## src/rtl/elevator_pkg.sv

```systemverilog
// Shared elevator definitions: floor count, floor index width and the
// floor-index-to-one-hot helper used by the panel and the controller.
package elevator_pkg;

    localparam int N_FLOORS = 4;
    localparam int FLOOR_W  = 2;

    function automatic logic [N_FLOORS-1:0] floor_onehot(input logic [FLOOR_W-1:0] floor);
        logic [N_FLOORS-1:0] oh;
        oh        = '0;
        oh[floor] = 1'b1;
        return oh;
    endfunction

endpackage

```

## src/rtl/request_panel_if.sv

```systemverilog
// Button/lamp bundle between the call panel and its surroundings: the
// master side drives buttons and controller status, the slave is the panel.
interface request_panel_if;
    import elevator_pkg::*;

    logic [N_FLOORS-1:0]   hall_btn;
    logic [N_FLOORS-1:0]   cab_btn;
    logic [FLOOR_W-1:0]    current_floor;
    logic                  door_open;
    logic [N_FLOORS-1:0]   f_req;
    logic [N_FLOORS-1:0]   c_req;
    logic [N_FLOORS-1:0]   hall_lamp;
    logic [N_FLOORS-1:0]   cab_lamp;
    logic [2*N_FLOORS-1:0] stuck;

    modport master (
        output hall_btn, cab_btn, current_floor, door_open,
        input  f_req, c_req, hall_lamp, cab_lamp, stuck
    );

    modport slave (
        input  hall_btn, cab_btn, current_floor, door_open,
        output f_req, c_req, hall_lamp, cab_lamp, stuck
    );

endinterface

```

## src/rtl/btn_debounce.sv

```systemverilog
// One button: 2-flop synchronizer, debounce counter and level, rising-edge
// strobe (combinational, aligned with the level toggle) and stuck detection.
module btn_debounce #(
    parameter int DEBOUNCE_CYCLES = 4,
    parameter int STUCK_CYCLES    = 32
) (
    input  logic clk,
    input  logic rst_n,
    input  logic btn_raw,
    output logic rise,
    output logic stuck
);

    localparam int CNT_W  = 8;
    localparam int HOLD_W = $clog2(STUCK_CYCLES + 1);
    localparam logic [CNT_W-1:0]  CNT_LAST = CNT_W'(DEBOUNCE_CYCLES - 1);
    localparam logic [HOLD_W-1:0] HOLD_MAX = HOLD_W'(STUCK_CYCLES);

    logic              sync_p0;
    logic              sync_p1;
    logic              level;
    logic [CNT_W-1:0]  cnt;
    logic [HOLD_W-1:0] hold;
    logic              differ;
    logic              toggle;

    assign differ = sync_p1 ^ level;
    assign toggle = differ && (cnt == CNT_LAST);
    assign rise   = toggle && !level;

    always_ff @(posedge clk or negedge rst_n) begin
        if (!rst_n) begin
            sync_p0 <= 1'b0;
            sync_p1 <= 1'b0;
            level   <= 1'b0;
            cnt     <= '0;
            hold    <= '0;
            stuck   <= 1'b0;
        end else begin
            sync_p0 <= btn_raw;
            sync_p1 <= sync_p0;

            if (!differ || toggle) cnt <= '0;
            else                   cnt <= cnt + 1'b1;

            if (toggle) level <= ~level;

            // Hold time is measured from the rise; release wipes it.
            if (toggle && level) begin
                hold  <= '0;
                stuck <= 1'b0;
            end else if (level && (hold != HOLD_MAX)) begin
                hold <= hold + 1'b1;
                if (hold == HOLD_MAX - 1'b1) stuck <= 1'b1;
            end
        end
    end

endmodule

```

## src/rtl/request_panel.sv

```systemverilog
// Call panel: debounces 4 hall + 4 cabin buttons, emits one-cycle request
// pulses and keeps acknowledge lamps until the car serves that floor.
module request_panel #(
    parameter int DEBOUNCE_CYCLES = 4,
    parameter int STUCK_CYCLES    = 32
) (
    input  logic          clk,
    input  logic          rst_n,
    request_panel_if.slave bus
);
    import elevator_pkg::*;

    localparam int N_BTN = 2 * N_FLOORS;

    logic [N_BTN-1:0]    raw;
    logic [N_BTN-1:0]    rise;
    logic [N_BTN-1:0]    stuck_w;
    logic [N_FLOORS-1:0] served;
    logic [N_FLOORS-1:0] hall_set;
    logic [N_FLOORS-1:0] cab_set;

    assign raw = {bus.cab_btn, bus.hall_btn};

    for (genvar i = 0; i < N_BTN; i++) begin : g_btn
        btn_debounce #(
            .DEBOUNCE_CYCLES(DEBOUNCE_CYCLES),
            .STUCK_CYCLES   (STUCK_CYCLES)
        ) u_btn (
            .clk    (clk),
            .rst_n  (rst_n),
            .btn_raw(raw[i]),
            .rise   (rise[i]),
            .stuck  (stuck_w[i])
        );
    end

    // A call at the floor where the door is already open is served on the spot.
    assign served   = bus.door_open ? floor_onehot(bus.current_floor) : '0;
    assign hall_set = rise[N_FLOORS-1:0]     & ~stuck_w[N_FLOORS-1:0]     & ~served;
    assign cab_set  = rise[N_BTN-1:N_FLOORS] & ~stuck_w[N_BTN-1:N_FLOORS] & ~served;

    assign bus.stuck = stuck_w;

    always_ff @(posedge clk or negedge rst_n) begin
        if (!rst_n) begin
            bus.f_req     <= '0;
            bus.c_req     <= '0;
            bus.hall_lamp <= '0;
            bus.cab_lamp  <= '0;
        end else begin
            bus.f_req     <= hall_set;
            bus.c_req     <= cab_set;
            bus.hall_lamp <= (bus.hall_lamp | hall_set) & ~served;
            bus.cab_lamp  <= (bus.cab_lamp  | cab_set)  & ~served;
        end
    end

endmodule
```

## src/flat_wrapper.sv

```systemverilog
// flat-port wrapper written by rule: the top's interface ports become plain ports
module request_panel_flat import elevator_pkg::*;
#(
    parameter int DEBOUNCE_CYCLES = 4,
    parameter int STUCK_CYCLES    = 32
)
  (clk, rst_n, bus_hall_btn, bus_cab_btn, bus_current_floor, bus_door_open, bus_f_req, bus_c_req, bus_hall_lamp, bus_cab_lamp, bus_stuck);
  request_panel_if bus_i ();
  input  logic clk;
  input  logic rst_n;
  input wire logic [$bits(bus_i.hall_btn)-1:0] bus_hall_btn;
  input wire logic [$bits(bus_i.cab_btn)-1:0] bus_cab_btn;
  input wire logic [$bits(bus_i.current_floor)-1:0] bus_current_floor;
  input wire logic [$bits(bus_i.door_open)-1:0] bus_door_open;
  output wire logic [$bits(bus_i.f_req)-1:0] bus_f_req;
  output wire logic [$bits(bus_i.c_req)-1:0] bus_c_req;
  output wire logic [$bits(bus_i.hall_lamp)-1:0] bus_hall_lamp;
  output wire logic [$bits(bus_i.cab_lamp)-1:0] bus_cab_lamp;
  output wire logic [$bits(bus_i.stuck)-1:0] bus_stuck;
  assign bus_i.hall_btn = bus_hall_btn;
  assign bus_i.cab_btn = bus_cab_btn;
  assign bus_i.current_floor = bus_current_floor;
  assign bus_i.door_open = bus_door_open;
  assign bus_f_req = bus_i.f_req;
  assign bus_c_req = bus_i.c_req;
  assign bus_hall_lamp = bus_i.hall_lamp;
  assign bus_cab_lamp = bus_i.cab_lamp;
  assign bus_stuck = bus_i.stuck;
  request_panel #(.DEBOUNCE_CYCLES(DEBOUNCE_CYCLES), .STUCK_CYCLES(STUCK_CYCLES)) u_core (.clk(clk), .rst_n(rst_n), .bus(bus_i));
endmodule
```

## config.mk

```make
export PLATFORM = sky130hd
export DESIGN_NAME = request_panel_flat
export DESIGN_NICKNAME = d
export VERILOG_FILES = /design/src/rtl/elevator_pkg.sv /design/src/rtl/request_panel_if.sv /design/src/rtl/btn_debounce.sv /design/src/rtl/request_panel.sv /design/src/flat_wrapper.sv
export SDC_FILE = /design/constraint.sdc
export NUM_CORES = 1
export LEC_CHECK = 0
export CORE_UTILIZATION = 50
export DETAILED_ROUTE_END_ITERATION = 12
export HOLD_SLACK_MARGIN = 0.03
export PLACE_DENSITY = 0.72
export SYNTH_ARGS = -nofsm -noshare
export SYNTH_HDL_FRONTEND = slang
export SYNTH_HIERARCHICAL = 1
export SYNTH_SLANG_ARGS = --single-unit
```

## constraint.sdc

```tcl
create_clock -name clk -period 2.8 [get_ports clk]
set_input_delay 0.42 -clock clk [delete_from_list [all_inputs] [get_ports clk]]
set_output_delay 0.42 -clock clk [all_outputs]
set_load 0.03 [all_outputs]
```

# Word level (Yosys, flattened, before mapping)
# Index checks and enable logic that the tools add are counted.
# op_classes
mux	51
n_eq_ne	24
n_bitwise	27
reduce_logical	81
n_addsub	16
n_lt_le_gt_ge	2
# ops
op	n
6-bit 2-to-1 mux	16
8-bit by 1-bit adder with 8-bit output, second input constant	8
8-bit by 2-bit == test with 1-bit output, second input constant	8
8-bit 2-to-1 mux	8
6-bit by 1-bit adder with 6-bit output, second input constant	8
6-bit by 5-bit == test with 1-bit output, second input constant	8
6-bit != test, second input constant	8
1-bit logical AND	33
2-bit nonzero test	16
1-bit 2-to-1 mux	25
4-bit AND	6
1-bit logical NOT	16
2-bit AND reduction	8
4-bit inverter	3
1-bit logical OR	8
1-bit inverter	8
4-bit bitwise OR	2
1-bit XOR	8
4-bit 2-to-1 mux	1
2-bit by 3-bit < comparator with 1-bit output, second input constant	1
1-bit demux with 2-bit select	1
2-bit by 1-bit greater-or-equal comparator with 1-bit output, second input constant	1
# word_totals
ff_bits	160
output_inout_bits	24
in_bits	13
elab_cells	253

# Logic depth before layout (Yosys ltp)
# Gate-level depths: netlist (run 1).
# depth
word_depth	9
depth_mapped	6
ltp_nobuf	6

# Modules after synthesis
# The synthesis (run 1) kept the hierarchy.
# by_module_without_submodules
module	n_inst	area_each_um2	seq_area_each_um2	cells_each
btn_debounce	8	897.1	450.4	86
request_panel	1	590.6	400.4	46

# Worst setup path after synthesis (run 1)
# Ideal clock, no wire load.
# synth_path
kind	reg2reg
startpoint	register u_core.g_btn[6].u_btn.cnt[0]
endpoint	register u_core.bus.c_req[2]
t_arrival_ns	1.791
synth_period_minus_slack_ns	1.857
setup_slack_ns	0.943
path_buffers	0
stages_incl_launch_ff	7
required_ns	2.734
setup_time_ns	0.066
path_cell_list	dfrtp_1 -> ha_1 -> or3b_2 -> or2_4 -> nor3b_1 -> nor2b_1 -> and2_1
# synth_via
elab_chain_len	5
# synth_lines
item	line	source
start: declaration	btn_debounce.sv:22	logic [CNT_W-1:0] cnt;
start signal: assignment	btn_debounce.sv:44	else cnt <= cnt + 1'b1;
8-bit by 2-bit == test with 1-bit output	btn_debounce.sv:28	assign toggle = differ && (cnt == CNT_LAST);
1-bit logical AND	btn_debounce.sv:28	
1-bit logical AND	btn_debounce.sv:29	assign rise = toggle && !level;
named net u_core.rise[6]	request_panel.sv:16	logic [N_BTN-1:0] rise;
4-bit AND (2 in series)	request_panel.sv:40	assign cab_set = rise[N_BTN-1:N_FLOORS] & ~stuck_w[N_BTN-1:N_FLOORS] & ~served;
named net u_core.cab_set[2]	request_panel.sv:20	logic [N_FLOORS-1:0] cab_set;
end signal: assignment	request_panel.sv:52	bus.c_req <= cab_set;
end: declaration	request_panel_if.sv:23	output f_req, c_req, hall_lamp, cab_lamp, stuck
# The timed path passes the listed nets, and every way through them passes these cells.
# A chain may end at the register's enable or synchronous reset.

# Worst setup path in the final report (run 1)
# layout_path
startpoint	register u_core.g_btn[2].u_btn.cnt[0]
endpoint	register u_core.bus.f_req[2]
# layout_via
elab_chain_len	5
# layout_lines
item	line	source
start: declaration	btn_debounce.sv:22	
start signal: assignment	btn_debounce.sv:44	
8-bit by 2-bit == test with 1-bit output	btn_debounce.sv:28	
1-bit logical AND	btn_debounce.sv:28	
1-bit logical AND	btn_debounce.sv:29	
named net u_core.rise[2]	request_panel.sv:16	
4-bit AND (2 in series)	request_panel.sv:39	assign hall_set = rise[N_FLOORS-1:0] & ~stuck_w[N_FLOORS-1:0] & ~served;
named net u_core.hall_set[2]	request_panel.sv:19	logic [N_FLOORS-1:0] hall_set;
end signal: assignment	request_panel.sv:51	bus.f_req <= hall_set;
end: declaration	request_panel_if.sv:23	
# The timed path passes the listed nets, and every way through them passes these cells.

==> results.py, run 1 <==
metrics = {
    "outcome": {
        "outcome": "completed",
    },
    "cells_and_area": {
        "fin_area_um2": 8990,
        "instances_no_fill": 987,
        "fin_util_pct": 59.2,
        "fin_nets": 823,
        "diodes": 0,
        "areaGrowthSynthToFinish_pct": 15.8,
        "final_layout_size_suffix_gt1_share_pct": 9.64,
    },
    "clocking": {
        "clk_pin_slew_ns": 0.06,
        "numCtsBuffers": 17,
        "cts_buffer_depth": 2,
        "root_buffer": "clkbuf_16",
        "clkSinkCount": 160,
        "insertion_delay_ns": 0.42,
        "cts_tree": "built",
        "cts.htree.levels": 4,
    },
    "pwr": {
        "power_mw": 8.28,
        "pwr_density_cell_nw_per_um2": 921,
        "switchingPower_mw": 2.90,
        "pwr-share-clk_pct": 28.1,
        "switching_share_pct": 35.0,
        "pwr-share-seq_pct": 45.0,
        "p_int_mw": 5.38,
        "leakage_nw": 3.89,
        "ir_worst_vdd_mv": 0.504,
        "p_comb_share_pct": 26.8,
    },
    "die": {
        "placementRows": 45,
        "ioPinCount": 37,
        "initial_core_util_pct": 51.1,
        "die_h_um": 127,
        "coreArea_um2": 15200,
        "die-area_um2": 16000,
        "die_w_um": 127,
    },
    "synthesis": {
        "synth_ff_type": "dfrtp_1",
        "ys_seq_area_share_pct": 51.5,
        "yosysUniqueCellTypes": 33,
        "async_reset_ff_share_pct": 100,
        "synth_area_leaders": "dfrtp_1 (52%), ha_1 (3.9%), a21oi_1 (3.7%)",
        "synthCells": 734,
        "synth_area_per_cell_um2": 10.6,
        "syn-cell-area_um2": 7770,
        "synth_most_common_cell": "dfrtp_1",
        "synth_top_area_cell": "dfrtp_1",
        "netlist.area_leader.share_pct": 51.5,
        "synth_common_cells": "dfrtp_1 (160), nor2_1 (66), a21oi_1 (58)",
        "ys_seq_elements": 160,
        "syn_nets": 771,
        "yosysWarnings": 6,
        "synth_enable_flop_cells": 0,
    },
    "hold_path": {
        "hold_path_startpoint": "u_core/g_btn[6].u_btn/sync_p0",
        "hp-class": "reg -> reg",
    },
    "timing": {
        "drv_slew": 0,
        "period_share_pct": 72.0,
        "min_period_ns": 2.02,
        "hold-worst-slack_ns": 0.347,
        "clock_skew_ns": 0.00879,
        "fin_ws_ns": 0.783,
        "fmax_ghz": 0.496,
        "setup_viol": 0,
        "worst_pin_slew_ns": 0.605,
        "slew_headroom_pct": 59.7,
        "rsz0062_at_grt": "no",
        "hold_viol_final": 0,
        "setup_tns_ns": 0,
    },
    "critical_path": {
        "reg2reg_from": "u_core/g_btn[2].u_btn/cnt[0]",
        "crit_required_ns": 3.16,
        "startpoint": "u_core/g_btn[2].u_btn/cnt[0]",
        "critical_path_class": "reg -> reg",
        "endpoint_kind": "flop",
        "cp.arrival_ns": 2.37,
        "path_max_fanout": 5,
        "critPathLaunchType": "flop",
    },
    "placed_design": {
        "portBuffers": 36,
        "hpwl_um": 10200,
        "dp_cells": 954,
        "place_ws_ns": 0.809,
        "placed_cell_area_um2": 8380,
        "routabilityCongestion": 0.867,
    },
    "flow_run": {
        "maxCapViolCount": 0,
    },
    "drt": {
        "viasPerCell": 5.72,
        "vias": 5644,
        "wl_per_cell_um": 14.7,
        "drt_first_iter_violations": 276,
        "drtPass1Iterations": 4,
        "ant_nets": 0,
        "wl_um": 14500,
        "drc_errors": 0,
    },
    "global_routing": {
        "track_usage_pct": 19.6,
        "grt_pass1_vias": 5686,
        "grt_max_degree": 67,
        "grt_pass1_wl_um": 25200,
        "grt_overflow": 0,
        "antenna_found_initial": 0,
    },
}
[power groups by stage]
stage               clock network [mW]  registers [mW]  logic [mW]
floorplan                            0            3.56        1.67
global placement                     0            3.67        2.09
detailed placement                   0            3.74        2.22
CTS                               2.40            3.71        2.25
global route                      2.49            3.83        2.50
finish                            2.33            3.73        2.22
[what timing repair did]
| action | 4_1_cts | 5_1_grt |
|---|---|---|
| hold buffers | 1 | 0 |
| endpoints found under the hold margin | 62 | 0 |
| resized for setup | 0 | 0 |
| setup buffers | 0 | 0 |
[cell type report]
type / count / area (um^2)
clock buffer: 21 / 470
clock inverter: 11 / 136
fill: 1231 / 6210
inverter: 50 / 188
multi-input combinational: 516 / 3550
sequential: 160 / 4000
tap: 188 / 235
timing repair buffer: 41 / 414
[per-layer routing]
layer	share of wire (%)	up-vias	global-route usage, %
li1	-	2731	-
met1	43	2797	22.4
met2	52	100	35.0
met3	3.3	16	4.81
met4	1.9	0	8.50
met5	0	-	0
[state kept, by name, indices dropped and copies added, names as in the netlist]
| name | flops |
|---|---|
| u_core/bus.c_req | 4 |
| u_core/bus.cab_lamp | 4 |
| u_core/bus.f_req | 4 |
| u_core/bus.hall_lamp | 4 |
| u_core/g_btn.u_btn/cnt | 64 |
| u_core/g_btn.u_btn/hold | 48 |
| u_core/g_btn.u_btn/level | 8 |
| u_core/g_btn.u_btn/stuck | 8 |
| u_core/g_btn.u_btn/sync_p0 | 8 |
| u_core/g_btn.u_btn/sync_p1 | 8 |
[worst paths after layout]
kind	to	slack, ns	depth (start not counted)
worst max-delay path	u_core/bus.f_req[2]	0.78	6
worst min-delay path	u_core/g_btn[6].u_btn/sync_p1	0.35	0
worst max register to register	u_core/bus.f_req[2]	0.78	6
worst min register to register	u_core/g_btn[6].u_btn/sync_p1	0.35	0
max in group asynchronous	u_core/g_btn[7].u_btn/hold[2]	1.53	3
min in group asynchronous	u_core/g_btn[2].u_btn/cnt[5]	0.55	2
[cells by family after synthesis]
| logic type | after synthesis | synth area share, % |
|---|---|---|
| AO/OA/AOI/OAI | 144 | 11.3 |
| adder cells (fa/ha/maj) | 24 | 3.87 |
| AND/OR/NAND/NOR | 292 | 23.6 |
| XOR/XNOR | 48 | 5.41 |
| flip-flops | 160 | 51.5 |
| buffers and inverters | 58 | 2.80 |
| multiplexers | 8 | 1.55 |
[placed cells by master (no fill, tap or decap), types with 8 or more instances in the layout]
cell	count
ha_1	24
mux2_4	8
or4_4	8
o211ai_1	8
or3b_2	8
o21bai_1	8
nand4bb_1	8
xnor2_1	16
clkdlybuf4s50_1	35
nand4_1	24
nor3b_1	8
inv_1	50
dfrtp_1	160
nor4_4	8
nor2_1	66
nand2_1	24
nor3_1	8
a32oi_1	8
a2111oi_0	8
o211a_1	8
nand3_1	49
or2_4	8
a21oi_1	58
or3_1	40
and3b_1	16
clkbuf_16	17
xor2_1	32
o21ai_0	40
[worst max-delay path: stages (launching register included)]
cell and delay (ns):
dfrtp_1 0.43, ha_1 0.27, or3b_2 0.52, or2_4 0.26
nor3b_1 0.17, nor2b_1 0.18, and2_1 0.14
Power figures use the tool's default switching activity.
==> run 2, diff against run 1 <==
PLACE_DENSITY = 0.75   (was 0.72)
clock period = 1.7 ns   (was 2.8 ns; I/O delays follow)
==> results.py, run 2 (same netlist as run 1, synthesis figures left out) <==
metrics = {
    "outcome": {
        "outcome": "complete, but fails checks",
        "violations": "negative setup slack",
    },
    "hold_path": {
        "hp-class": "in -> reg",
    },
    "global_routing": {
        "grt_overflow": 0,
        "grt_max_degree": 54,
        "antenna_found_initial": 0,
        "grt_pass1_vias": 6141,
        "track_usage_pct": 21.3,
        "grt_pass1_wl_um": 27500,
    },
    "drt": {
        "wl_per_cell_um": 14.9,
        "drtPass1Iterations": 6,
        "drt_first_iter_violations": 431,
        "viasPerCell": 5.60,
        "vias": 6199,
        "wl_um": 16500,
        "drc_errors": 0,
        "ant_nets": 0,
    },
    "critical_path": {
        "r2r_cells": 6,
        "cp.arrival_ns": 2.12,
        "startpoint": "u_core/g_btn[1].u_btn/cnt[1]",
        "endpoint_kind": "flop",
        "reg2reg_to": "u_core/bus.f_req[1]",
        "reg2reg_from": "u_core/g_btn[1].u_btn/cnt[1]",
        "critical_path_class": "reg -> reg",
        "endpoint": "u_core/bus.f_req[1]",
        "path_max_fanout": 2,
        "crit_required_ns": 2.06,
        "critPathLaunchType": "flop",
        "r2r_slack_ns": -0.06,
    },
    "cells_and_area": {
        "final_layout_size_suffix_gt1_share_pct": 26.6,
        "largest_reg_flops": 64,
        "reg.largest.list": "u_core/g_btn.u_btn/cnt: 64 flops, u_core/g_btn.u_btn/hold: 48 flops",
        "top_register": "u_core/g_btn.u_btn/cnt",
        "final_common_cell": "dfrtp_1",
        "areaGrowthSynthToFinish_pct": 30.4,
        "nFillCells": 1116,
        "diodes": 0,
        "seqCellArea_um2": 4010,
        "fin_nets": 942,
        "layout_common_cells": "dfrtp_1 (158), buf_4 (112), nor2_1 (60)",
        "multi_input_area_um2": 3780,
        "fin_util_pct": 66.6,
    },
    "placed_design": {
        "routabilityCongestion": 0.891,
        "portBuffers": 36,
        "hpwl_um": 11200,
        "place_ws_ns": -0.0617,
    },
    "timing": {
        "setup_viol": 12,
        "hold_viol_final": 0,
        "clock_skew_ns": 0.00583,
        "fmax_ghz": 0.568,
        "drv_slew": 0,
        "worst_pin_slew_ns": 0.362,
        "period_share_pct": 104,
        "fin_ws_ns": -0.0603,
        "min_period_ns": 1.76,
        "slew_headroom_pct": 75.2,
        "rsz0062_at_grt": "yes",
    },
    "clocking": {
        "clkSinkCount": 160,
        "root_buffer": "clkbuf_16",
        "cts.htree.levels": 4,
        "numCtsBuffers": 17,
        "cts_tree": "built",
        "clk_pin_slew_ns": 0.06,
        "insertion_delay_ns": 0.42,
        "cts_buffer_depth": 2,
    },
    "die": {
        "die_h_um": 127,
        "placementRows": 45,
        "ioPinCount": 37,
        "initial_core_util_pct": 51.1,
        "die-area_um2": 16000,
        "die_w_um": 127,
        "coreArea_um2": 15200,
    },
    "pwr": {
        "ir_worst_vdd_mv": 0.860,
        "pwr_density_cell_nw_per_um2": 1440,
        "leakage_nw": 4.61,
    },
    "flow_run": {
        "maxCapViolCount": 0,
    },
}
## run 2: cell types whose count changed in the layout (fill, tap and decap cells not counted), sizes merged
cell	delta
buf	+119
clkdlybuf4s50	-19
dlygate4sd2	+18
bufinv	-1
clkinvlp	+1
dlymetal6s2s	+1
## run 2: final cells by class
type	count	area share [%]
Clock buffer	21	4.55
Clock inverter	11	1.12
Inverter	50	1.85
Multi-Input combinational cell	516	37.3
Sequential cell	160	39.6
Tap cell	188	2.32
Timing Repair Buffer	160	13.3
## run 2: worst min path at each step
stage / start / endpoint / cells past startpoint
6_report: bus_hall_btn[0] / u_core/g_btn[0].u_btn/sync_p0 / 1
4_1_cts: bus_cab_btn[3] / u_core/g_btn[7].u_btn/sync_p0 / 1
5_1_grt: bus_hall_btn[0] / u_core/g_btn[0].u_btn/sync_p0 / 1
3_5_place_dp: rst_n / u_core/g_btn[1].u_btn/hold[5] / 1
3_3_place_gp: rst_n / u_core/g_btn[1].u_btn/hold[5] / 1
2_1_floorplan: rst_n / u_core/bus.c_req[0] / 0
## run 2: worst max-delay path: stages, from the launching register on
cell     delay (ns)
dfrtp_1        0.38
ha_2           0.20
or3b_4         0.38
or2_4          0.25
nor3b_2        0.20
nor2b_4        0.17
and2_1         0.12
## run 2: power breakdown
part / total (mW) / switching, mW / internal [mW]
sequential: 5.96 / 1.24 / 4.73
clock: 3.72 / 1.49 / 2.22
combinational: 4.92 / 2.46 / 2.46
## run 2: what timing repair did
action                     4_1_cts  5_1_grt
pin swaps                        6       30
setup buffers                    6       25
gates resized for setup         27       50
hold buffers                     1        0
hold endpoints to repair        34        0
setup endpoints to repair       36       62
## run 2: metrics by stage
stage	hold slack [ns]	cells	total power, mW	setup TNS [ns]	area, um^2
2_1_floorplan	-0.0406	734	8.68	-0.232	7840
3_3_place_gp	0.190	1042	10.2	0	9130
3_5_place_dp	0.195	1042	10.5	-0.190	9130
4_1_cts	0.253	1081	14.2	-0.120	9770
5_1_grt	0.253	1106	15.5	-2.49	10100
6_report	0.270	1106	14.6	-0.223	10100
## run 2: routing by layer
metal	routed length [um]	share of wire, %	track usage (%)	vias to the layer above
li1	-	-	-	2977
met1	6940	42	25.5	3092
met2	8860	54	37.9	105
met3	450	2.7	4.26	25
met4	226	1.4	8.08	0
met5	0	0	0	-
==> run 3, diff against run 2 <==
MAX_ROUTING_LAYER = met4   (was default)
SKIP_LAST_GASP = 1   (was default)
==> results.py, run 3 (same netlist as run 1, synthesis figures left out) <==
metrics = {
    "outcome": {
        "outcome": "complete, but fails checks",
        "violations": "negative setup slack",
    },
    "pwr": {
        "pwr-share-clk_pct": 25.7,
        "p_int_mw": 9.35,
        "pwr-share-seq_pct": 41.1,
        "p_comb_share_pct": 33.2,
        "switching_share_pct": 35.6,
        "ir_worst_vdd_mv": 0.850,
        "pwr_density_cell_nw_per_um2": 1440,
        "switchingPower_mw": 5.16,
        "leakage_nw": 4.60,
    },
    "cells_and_area": {
        "final_common_cell": "dfrtp_1",
        "layout_common_cells": "dfrtp_1 (160), buf_4 (115), nor2_1 (62)",
        "reg.largest.list": "u_core/g_btn.u_btn/cnt: 64 flops, u_core/g_btn.u_btn/hold: 48 flops",
        "final_layout_size_suffix_gt1_share_pct": 25.4,
        "nFillCells": 1133,
        "fin_util_pct": 66.2,
        "diodes": 0,
        "fin_nets": 941,
        "instances_no_fill": 1105,
        "top_register": "u_core/g_btn.u_btn/cnt",
        "largest_reg_flops": 64,
        "areaGrowthSynthToFinish_pct": 29.6,
    },
    "placed_design": {
        "portBuffers": 36,
        "hpwl_um": 11200,
        "routabilityCongestion": 0.906,
        "dp_cells": 1042,
    },
    "critical_path": {
        "crit_chain": "ha_2, or3b_4, or2_4, buf_4, mux2_4",
        "crit_family": "simple AND/OR/NAND/NOR gates",
        "max_stage_delay_ns": 0.38,
        "endpoint_kind": "flop",
        "cp_slowest_cell": "or3b_4",
        "critical_path_class": "reg -> reg",
        "cp.arrival_ns": 2.05,
        "crit_required_ns": 2.01,
        "critPathLaunchType": "flop",
        "path_max_fanout": 2,
        "worst-path-buf-inv": 1,
    },
    "clocking": {
        "clkSinkCount": 160,
        "cts.htree.levels": 4,
        "root_buffer": "clkbuf_16",
        "numCtsBuffers": 17,
        "clk_pin_slew_ns": 0.06,
        "cts_tree": "built",
        "cts_buffer_depth": 2,
        "insertion_delay_ns": 0.42,
    },
    "drt": {
        "wl_um": 16400,
        "drt_first_iter_violations": 451,
        "viasPerCell": 5.64,
        "drtPass1Iterations": 5,
        "vias": 6235,
        "drc_errors": 0,
        "ant_nets": 0,
        "wl_per_cell_um": 14.9,
    },
    "timing": {
        "setup_tns_ns": -0.153,
        "worst_pin_slew_ns": 0.414,
        "min_period_ns": 1.74,
        "rsz0062_at_grt": "yes",
        "slew_headroom_pct": 72.4,
        "hold_viol_final": 0,
        "setup_viol": 6,
        "period_share_pct": 102,
        "clock_skew_ns": 0.00630,
        "drv_slew": 0,
        "fmax_ghz": 0.574,
        "fin_ws_ns": -0.0407,
    },
    "die": {
        "placementRows": 45,
        "initial_core_util_pct": 51.1,
        "die_h_um": 127,
        "ioPinCount": 37,
        "coreArea_um2": 15200,
        "die_w_um": 127,
        "die-area_um2": 16000,
    },
    "global_routing": {
        "grt_pass1_wl_um": 27500,
        "track_usage_pct": 22.0,
        "antenna_found_initial": 0,
        "grt_max_degree": 54,
        "grt_pass1_vias": 6146,
        "grt_overflow": 0,
    },
    "hold_path": {
        "hp-class": "in -> reg",
    },
    "flow_run": {
        "maxCapViolCount": 0,
    },
}
-- run 3: cell count changes in the layout (fill, tap and decap cells not counted), sizes merged --
| cell | change |
|---|---|
| buf | -1 |
-- run 3: layout make-up --
| class | instances | area, um^2 | share of cell area, % |
|---|---|---|---|
| clock buffer | 21 | 460 | 4.57 |
| clock inverter | 11 | 114 | 1.13 |
| inverter | 50 | 188 | 1.86 |
| multi-input combinational | 516 | 3750 | 37.2 |
| sequential | 160 | 4000 | 39.8 |
| tap | 188 | 235 | 2.34 |
| timing repair buffer | 159 | 1320 | 13.1 |
-- run 3: stage by stage --
step | instance area, um^2 | hold WS (ns) | worst slack [ns] | total power [mW]
after floorplan | 7840 | -0.0406 | -0.0270 | 8.68
after global placement | 9130 | 0.190 | 0.0167 | 10.2
after detailed placement | 9130 | 0.195 | -0.0617 | 10.5
after CTS | 9760 | 0.253 | -0.0449 | 14.2
after global routing | 10100 | 0.253 | -0.109 | 15.4
final | 10100 | 0.266 | -0.0407 | 14.5
-- run 3: path summary, 6_finish.rpt --
| kind | from | endpoint | slack, ns | depth (start not counted) |
|---|---|---|---|---|
| worst max-delay path | u_core/g_btn[1].u_btn/cnt[1] | u_core/g_btn[1].u_btn/level | -0.04 | 5 |
| worst min-delay path | bus_hall_btn[2] | u_core/g_btn[2].u_btn/sync_p0 | 0.27 | 1 |
| worst max register to register | u_core/g_btn[1].u_btn/cnt[1] | u_core/g_btn[1].u_btn/level | -0.04 | 5 |
| worst min register to register | u_core/g_btn[6].u_btn/sync_p0 | u_core/g_btn[6].u_btn/sync_p1 | 0.35 | 0 |
| max in group asynchronous | rst_n | u_core/g_btn[7].u_btn/stuck | 0.79 | 3 |
| min in group asynchronous | rst_n | u_core/g_btn[1].u_btn/hold[5] | 0.30 | 2 |
-- run 3: routing by layer --
metal | vias up | GRT usage (%) | routed length [um]
met5 | - | - | 0
met4 | 0 | 8.36 | 279
met3 | 30 | 4.13 | 409
met2 | 109 | 37.9 | 8720
met1 | 3119 | 25.6 | 7030
li1 | 2977 | - | -
-- run 3: power groups by stage --
stage / logic, mW / clock network (mW) / registers (mW)
floorplan: 2.80 / 0 / 5.88
global placement: 4.28 / 0 / 5.88
detailed placement: 4.55 / 0 / 5.97
CTS: 4.55 / 3.77 / 5.92
global route: 5.35 / 3.92 / 6.11
finish: 4.82 / 3.72 / 5.96
-- run 3: repair_timing --
action                                  in CTS  in global routing
resized for setup                           26                 36
hold endpoints to repair                    34                  0
buffers inserted                             6                 24
hold buffers                                 1                  0
pin swaps                                    6                 21
endpoints found under the setup margin      36                 62
